## config.mk

```make
export PLATFORM = sky130hd
export DESIGN_NAME = gte_sel_mul_pipe
export DESIGN_NICKNAME = d
export VERILOG_FILES = /design/src/rtl/gte_sel_mul_pipe.sv
export SDC_FILE = /design/constraint.sdc
export NUM_CORES = 2
export LEC_CHECK = 0
export CAP_MARGIN = 40
export CORE_AREA = 2 2 383 385
export CTS_CLUSTER_SIZE = 20
export DETAILED_ROUTE_END_ITERATION = 16
export DIE_AREA = 0 0 385 387
export PLACE_DENSITY = 0.76
export SLEW_MARGIN = 15
export SYNTH_ARGS = -nofsm -noshare
export SYNTH_HDL_FRONTEND = slang
export SYNTH_SLANG_ARGS = --single-unit
```

## constraint.sdc

```tcl
create_clock -name i_clk -period 10.7 [get_ports i_clk]
set_input_delay 2.675 -clock i_clk [delete_from_list [all_inputs] [get_ports i_clk]]
set_output_delay 2.675 -clock i_clk [all_outputs]
set_load 0.05 [all_outputs]
```

## src/rtl/gte_sel_mul_pipe.sv

```systemverilog
// gte_sel_mul_pipe: LANES-wide GTE operand select + signed multiply behind a 2-stage valid/ready pipe.
// Optional per-lane product accumulator is built when GTE_SELMUL_ACC_EN is defined.
module gte_sel_mul_pipe #(
  parameter int LANES = 3,
  parameter int OPW   = 16,
  parameter int RW    = 2*OPW+5
) (
  input  logic                     i_clk,
  input  logic                     i_rst,
  input  logic                     i_flush,
  input  logic                     i_valid,
  output logic                     o_ready,
  input  logic                     i_isMVMVA,
  input  logic [1:0]               i_mx,
  input  logic [1:0]               i_vec,
  input  logic [1:0]               i_ctlMat,
  input  logic [1:0]               i_ctlVec,
  input  logic                     i_wide,
  input  logic [2:0]               i_selLeft,
  input  logic [2:0]               i_selRight,
  input  logic [4*LANES*3*OPW-1:0] i_mat,
  input  logic [3*LANES*OPW-1:0]   i_vecs,
  input  logic [LANES*OPW-1:0]     i_irn,
  input  logic [LANES*OPW-1:0]     i_tmp,
  input  logic [OPW-1:0]           i_ir0,
  input  logic [LANES*8-1:0]       i_color,
`ifdef GTE_SELMUL_ACC_EN
  input  logic                     i_acc,
  input  logic                     i_accClr,
  output logic [LANES*(RW+4)-1:0]  o_acc,
`endif
  output logic                     o_valid,
  input  logic                     i_outReady,
  output logic [LANES*RW-1:0]      o_prod
);

  localparam int LW  = OPW + 1;
  localparam int RRW = OPW + 4;
  localparam int AW  = RW + 4;

  logic       r_s1_valid, r_s2_valid;
  logic       w_s2_free, w_accept, w_s1_load, w_s2_load;
  logic [1:0] w_m, w_v;

  assign w_m = i_isMVMVA ? i_mx  : i_ctlMat;
  assign w_v = i_isMVMVA ? i_vec : i_ctlVec;

  // S2 frees up when empty or draining; S1 may then move forward in the same cycle.
  assign w_s2_free = !r_s2_valid || i_outReady;
  assign o_ready   = !r_s1_valid || w_s2_free;
  assign w_accept  = i_valid && o_ready;
  assign w_s1_load = w_accept && !i_flush;
  assign w_s2_load = r_s1_valid && w_s2_free && !i_flush;
  assign o_valid   = r_s2_valid;

  // NOTE: sequential state uses non-blocking assignments so every register samples pre-edge values.
  always_ff @(posedge i_clk or posedge i_rst) begin
    if (i_rst) begin
      r_s1_valid <= 1'b0;
      r_s2_valid <= 1'b0;
    end else if (i_flush) begin
      r_s1_valid <= 1'b0;
      r_s2_valid <= 1'b0;
    end else begin
      if (w_accept)       r_s1_valid <= 1'b1;
      else if (w_s2_load) r_s1_valid <= 1'b0;
      if (w_s2_load)       r_s2_valid <= 1'b1;
      else if (i_outReady) r_s2_valid <= 1'b0;
    end
  end

`ifdef GTE_SELMUL_ACC_EN
  logic r_s1_acc, r_s1_accclr;

  always_ff @(posedge i_clk or posedge i_rst) begin
    if (i_rst) begin
      r_s1_acc    <= 1'b0;
      r_s1_accclr <= 1'b0;
    end else if (w_s1_load) begin
      r_s1_acc    <= i_acc;
      r_s1_accclr <= i_accClr;
    end
  end
`endif

  for (genvar l = 0; l < LANES; l++) begin : g_lane
    logic signed [OPW-1:0] w_irn, w_tmp, w_matc, w_vcomp;
    logic        [11:0]    w_col16;
    logic        [1:0]     w_col, w_vi;
    logic signed [LW-1:0]  w_left, r_left;
    logic signed [RRW-1:0] w_rsel, w_right, r_right;
    logic signed [RW-1:0]  w_prod, r_prod;

    assign w_irn   = i_irn[l*OPW +: OPW];
    assign w_tmp   = i_tmp[l*OPW +: OPW];
    assign w_col16 = {i_color[l*8 +: 8], 4'b0000};
    assign w_col   = (i_selLeft < 3'd3) ? i_selLeft[1:0] : 2'd0;
    assign w_vi    = (w_v == 2'd3) ? 2'd0 : w_v;
    assign w_matc  = i_mat[((int'(w_m)*LANES + l)*3 + int'(w_col))*OPW +: OPW];
    // Vector slot 3 aliases IRn or tmp depending on the control vector field.
    assign w_vcomp = (w_v != 2'd3) ? i_vecs[(int'(w_vi)*LANES + l)*OPW +: OPW]
                   : (i_ctlVec == 2'd0) ? w_irn : w_tmp;

    // NOTE: every combinational output gets a default first so no path can infer a latch.
    always_comb begin
      w_left = '0;
      case (i_selLeft)
        3'd0, 3'd1, 3'd2: w_left = LW'(w_matc);
        3'd3:             w_left = LW'(w_col16);
        3'd4:             w_left = LW'(w_irn);
        3'd5:             w_left = LW'(4096);
        3'd6:             w_left = LW'(-4096);
        default:          w_left = '0;
      endcase
    end

    always_comb begin
      w_rsel = '0;
      case (i_selRight)
        3'd0:    w_rsel = RRW'(w_vcomp);
        3'd1:    w_rsel = RRW'(w_tmp);
        3'd2:    w_rsel = RRW'(w_irn);
        3'd3:    w_rsel = RRW'($signed(i_ir0));
        3'd4:    w_rsel = RRW'(w_col16);
        default: w_rsel = '0;
      endcase
    end

    assign w_right = i_wide ? (w_rsel <<< 2) : w_rsel;
    assign w_prod  = RW'(r_left) * RW'(r_right);

    always_ff @(posedge i_clk or posedge i_rst) begin
      if (i_rst) begin
        r_left  <= '0;
        r_right <= '0;
        r_prod  <= '0;
      end else begin
        if (w_s1_load) begin
          r_left  <= w_left;
          r_right <= w_right;
        end
        if (w_s2_load) r_prod <= w_prod;
      end
    end

    assign o_prod[l*RW +: RW] = r_prod;

`ifdef GTE_SELMUL_ACC_EN
    logic signed [AW-1:0] r_acc;

    always_ff @(posedge i_clk or posedge i_rst) begin
      if (i_rst) begin
        r_acc <= '0;
      end else if (w_s2_load) begin
        if (r_s1_acc)         r_acc <= (r_s1_accclr ? AW'(0) : r_acc) + AW'(w_prod);
        else if (r_s1_accclr) r_acc <= '0;
      end
    end

    assign o_acc[l*AW +: AW] = r_acc;
`endif
  end

endmodule

```

Word-level counts from Yosys, hierarchy flattened
Cells that the tools add are included.
Cells by class
  shift-type cells: 6
  $mul: 8
  $lt $le $gt $ge: 1
  $add $sub $neg: 7
  mux-type cells: 25
  reduce and logical (&&, ||, !) cells: 15
  equal/unequal tests: 12
Operator list (count)
  $shiftx 576x32->16: 2
  $shiftx 576x13->16: 1
  $pmux 20 s5: 3
  $shiftx 144x32->16: 2
  $pmux 17 s5: 3
  $shiftx 144x10->16: 1
  $mul 17x20->37: 3
  $mux 16: 6
  $mux 20: 3
  $add 28x3->28: 2
  $add 32x2->32 const B: 1
  $mul 32x3->28 const B: 1
  $add 28x2->28 const B: 1
  $eq 3x2->1 const B: 4
  $eq 3x3->1 const B: 4
  $add 4x2->5 const B: 2
  $add 7x2->8: 1
  $mul 2x2->4 const B: 2
  $mux 2: 4
  $mul 5x2->7 const B: 1
  $eq 3x1->1 const B: 2
  $logic_not 3->1: 2
  $mul 4x2->6 const B: 1
  $mux 1: 6
  9 further kinds: 16
Storage, ports and cells
  output and inout bits: 113
  word-level logic and storage cells: 85
  flip-flop bits (word level): 224
  input bits: 877

Depth between registers and ports, before layout
  word-level depth: 9
  depth in mapped cells: 27

Least setup slack after synthesis
No wires, ideal clock.
  path type: input port to flip-flop
  from: in i_isMVMVA
  to: reg g_lane[1].r_left[11]
  arrival: 6592 ps
  path buffers: 5
  path slack: 3982 ps
  stages on the path: 13
  required time: 10574 ps
  library setup time: 126 ps
  cell sequence: buf_2 > mux2_4 > buf_2 > buf_1 > inv_1 > ha_1 > fa_1 > buf_1 > clkbuf_1 > mux4_2 > mux2i_1 > o22ai_1 > a221o_1
On the way
  cells in the longest elaborated chain, start to end: 7
RTL lines
  from (decl): RTL line 13  | input logic i_isMVMVA,
  $mux 2: RTL line 45  | assign w_m = i_isMVMVA ? i_mx : i_ctlMat;
  $mul 2x2->4: RTL line 99  | assign w_matc = i_mat[((int'(w_m)*LANES + l)*3 + int'(w_col))*OPW +: OPW];
  $add 32x2->32: RTL line 99
  $mul 32x3->28: RTL line 99
  $add 28x3->28: RTL line 99
  $shiftx 576x32->16: RTL line 99
  $pmux 17 s5: RTL line 107  | case (i_selLeft)
  to (signal assigned): RTL line 139  | r_left <= w_left;
  to (decl): RTL line 90  | logic signed [LW-1:0] w_left, r_left;
Every way passes these cells.
A chain may end at the register's enable or synchronous reset.

Worst setup path after layout
  from: in i_isMVMVA
  to: reg g_lane[1].r_left[12]
The elaborated chain is that of the path after synthesis.

==> run metrics <==
status=complete, no violations; die area=between 0.1 and 0.15 sq mm; Final min period=around 7700 ps; first-pass GRT wire length=about 400 mm; Synth async-reset ratio=1.00; Worst Tran Pin Value=roughly 1100 ps; total chip power=21900 uW; crit-path max FO=38; grt ovf=0; final number of hold-violating endpoints=0; max-slew violation count=0; #FFs+latches synth=approximately 220; final period utilization=0.719; vias=about 54000; Syn Area/Cell=around 10 sq um; final weighted congestion in routability-driven placement=1.02; Detailed Place HPWL=between 200 and 250 mm; Final Skew=roughly 50 ps; Vias/cell=between 6 and 7; layout cells sized above 1=0.114; EDFF count, synth=0; hold endpoint=g_lane[0].r_prod[34]; Initial Utilization=0.421; Clock transition at path regs=about 70 ps; # resized after CTS=0; H-Tree Depth=1; pwr/cell area=293 mW/mm^2; DRT antenna net count=0; CTS Sinks=between 200 and 250; I/O pin count=990; WL/cell=31.6 microns; CTS root buffer=clkbuf_16; reg2reg end=g_lane[2].r_prod[33]; syn nets=~8200; Slew HR=0.259; drt total wl=about 280 mm; Synth Instances=6078; CP Capture Type=flop; Final Net Count=slightly below 9000; startpoint types=primary input; Detailed Routing Iterations Pass 1=6; initial antenna violation count=between 150 and 200; Core ar.=~0.14 sq mm; main flop type after synthesis=dfrtp_1; Setup CP Type=primary input to flop; Static Leak=between 0.03 and 0.04 uW; total track usage=0.377; Synth-to-Final Area Change=22.5%; sequential share of the synthesized area=0.0882; die height=~390 microns; Die X-Extent=about 390 microns; Hold Path Class=flop to flop; reg-to-reg startpoint=g_lane[2].r_left[15]; setup tns final=0 ps; crit path DAT=8240 ps; Detailed Route Iter0 Violations=5598; f_max=between 100 and 150 MHz; Post-CTS Setup Inserts=0; vias in the first global route=between 50000 and 60000; Worst-Skew Late Latency=~660 ps; RSZ-0062 raised after global routing=false; max cap viols=0; worst vdd ir=0.721 mV; CTS Hold Buffers Added=0; Distinct cells, synth=82; CTS tree=yes; Final Setup Violations=0; FF-to-FF path depth=20; largest net degree at the start of global routing=105; IO buf count=between 900 and 1000; cell depth of the worst hold path=2; setup slack, reg-to-reg=between 3000 and 4000 ps; CTS buffer count=29; Data required, critical path=roughly 11000 ps; Hold Crit Start=g_lane[0].r_prod[34]; row count=140; Synthesis Warnings=0; area of the mapped netlist=slightly above 0.06 sq mm; # fillers=12900; Max Root-Sink Buffers=3; Remaining DRCs=0
-- area by class of cell --
type	count	area (sq um)	share of cell area
well taps	1917	2400	0.0321
diodes	148	370	0.00496
clock buffers	36	792	0.0106
flip-flops and latches	215	5380	0.0720
clock inverters	17	194	0.00260
multi-input cells	4393	50100	0.671
repair buffers	1116	11400	0.153
inverters	1074	4040	0.0541
-- critical path, cell delays in order --
cell	delay, ps
clkdlybuf4s50_1	960
mux2_4	710
inv_2	190
xnor2_1	180
ha_1	350
ha_4	520
buf_16	320
buf_4	370
mux4_2	570
mux4_2	480
mux2i_1	280
o22ai_1	150
a221o_1	360
-- how the worst max path moves through the flow --
stage / start / endpoint / slack (ps) / depth (start not counted)
after detailed placement: i_isMVMVA / g_lane[1].r_left[4] / 2410 / 13
after global placement: i_isMVMVA / g_lane[1].r_left[12] / 2300 / 12
after global routing: g_lane[2].r_left[15] / g_lane[2].r_prod[35] / 2840 / 20
after CTS: i_isMVMVA / g_lane[1].r_left[4] / 3090 / 13
after floorplan: i_rst / g_lane[0].r_left[0] / 2150 / 1
final: i_isMVMVA / g_lane[1].r_left[12] / 3000 / 13
-- sequential cells by signal, summed over array words and instances, names as in the netlist --
signal,flops
g_lane.r_prod,111
r_s1_valid,1
g_lane.r_right,54
o_valid,1
g_lane.r_left,48
-- synthesized netlist by cell type (13+ instances only) --
| cell | number | area (sq um) |
|---|---|---|
| xnor2_1 | 65 | 569 |
| nor3_1 | 20 | 100 |
| o21a_1 | 19 | 143 |
| mux4_2 | 528 | 11900 |
| nor2_1 | 141 | 529 |
| a221oi_1 | 44 | 385 |
| a221o_1 | 20 | 200 |
| o211ai_1 | 20 | 150 |
| mux2i_1 | 109 | 1090 |
| and2_1 | 444 | 2780 |
| clkbuf_1 | 261 | 980 |
| o21ai_1 | 22 | 110 |
| xor2_1 | 46 | 403 |
| dfrtp_1 | 215 | 5380 |
| fa_1 | 966 | 19300 |
| o22ai_1 | 67 | 419 |
| and3_1 | 13 | 81.3 |
| o221ai_1 | 17 | 149 |
| a21o_1 | 41 | 308 |
| buf_2 | 73 | 365 |
| a21oi_1 | 160 | 801 |
| mux2_2 | 32 | 360 |
| nand2b_1 | 24 | 150 |
| ha_1 | 283 | 3540 |
| nand2_1 | 764 | 2870 |
| o21ai_0 | 215 | 1080 |
| inv_1 | 1071 | 4020 |
| a211oi_1 | 15 | 113 |
| nand3_1 | 47 | 235 |
| buf_1 | 51 | 191 |
| nand4_1 | 30 | 188 |
| o21bai_1 | 28 | 210 |
| nor2b_1 | 23 | 144 |
| a22oi_1 | 66 | 495 |
-- per-stage QoR --
step	hold WS, ps	cell area, sq um	util	instances	setup WS [ps]
after CTS	471	74100	0.511	8749	3090
after global placement	456	72500	0.501	8669	2300
after detailed placement	458	73100	0.504	8696	2410
after global routing	490	74600	0.515	8893	2840
final	466	74700	0.516	8916	3000
after floorplan	517	61000	-	6078	2150
-- cell usage in the layout (no fill, tap or decap), drive strengths merged, types with 161 or more instances in the layout --
cell / n
o21ai: 237
mux4: 528
ha: 283
dfrtp: 215
fa: 966
clkdlybuf4s50: 988
and2: 444
nand2: 764
inv: 1075
a21oi: 161
-- cell families after synthesis --
kind of cell | share of synthesized area
compound gates | 0.0867
buf+inv | 0.0929
xor+xnor | 0.0174
simple gates | 0.120
flops | 0.0882
other cells | 0.0000615
mux | 0.219
fa+ha+maj | 0.375
-- where the power goes --
part | internal (uW) | total, uW | switching (uW) | leakage [uW]
sequential | 1060 | 1480 | 417 | 0.00278
combinational | 8110 | 19300 | 11200 | 0.0302
clock | 600 | 1080 | 480 | 0.000473
total | 9770 | 21900 | 12100 | 0.0335
-- metal layers --
metal,vias to the layer above,track usage,share of wire
met2,3848,0.580,0.46
met4,54,0.304,0.092
met3,897,0.151,0.13
met1,27600,0.409,0.32
li1,22000,-,-
met5,-,0,0.0013
No activity file was read; power rests on OpenSTA's default activity.
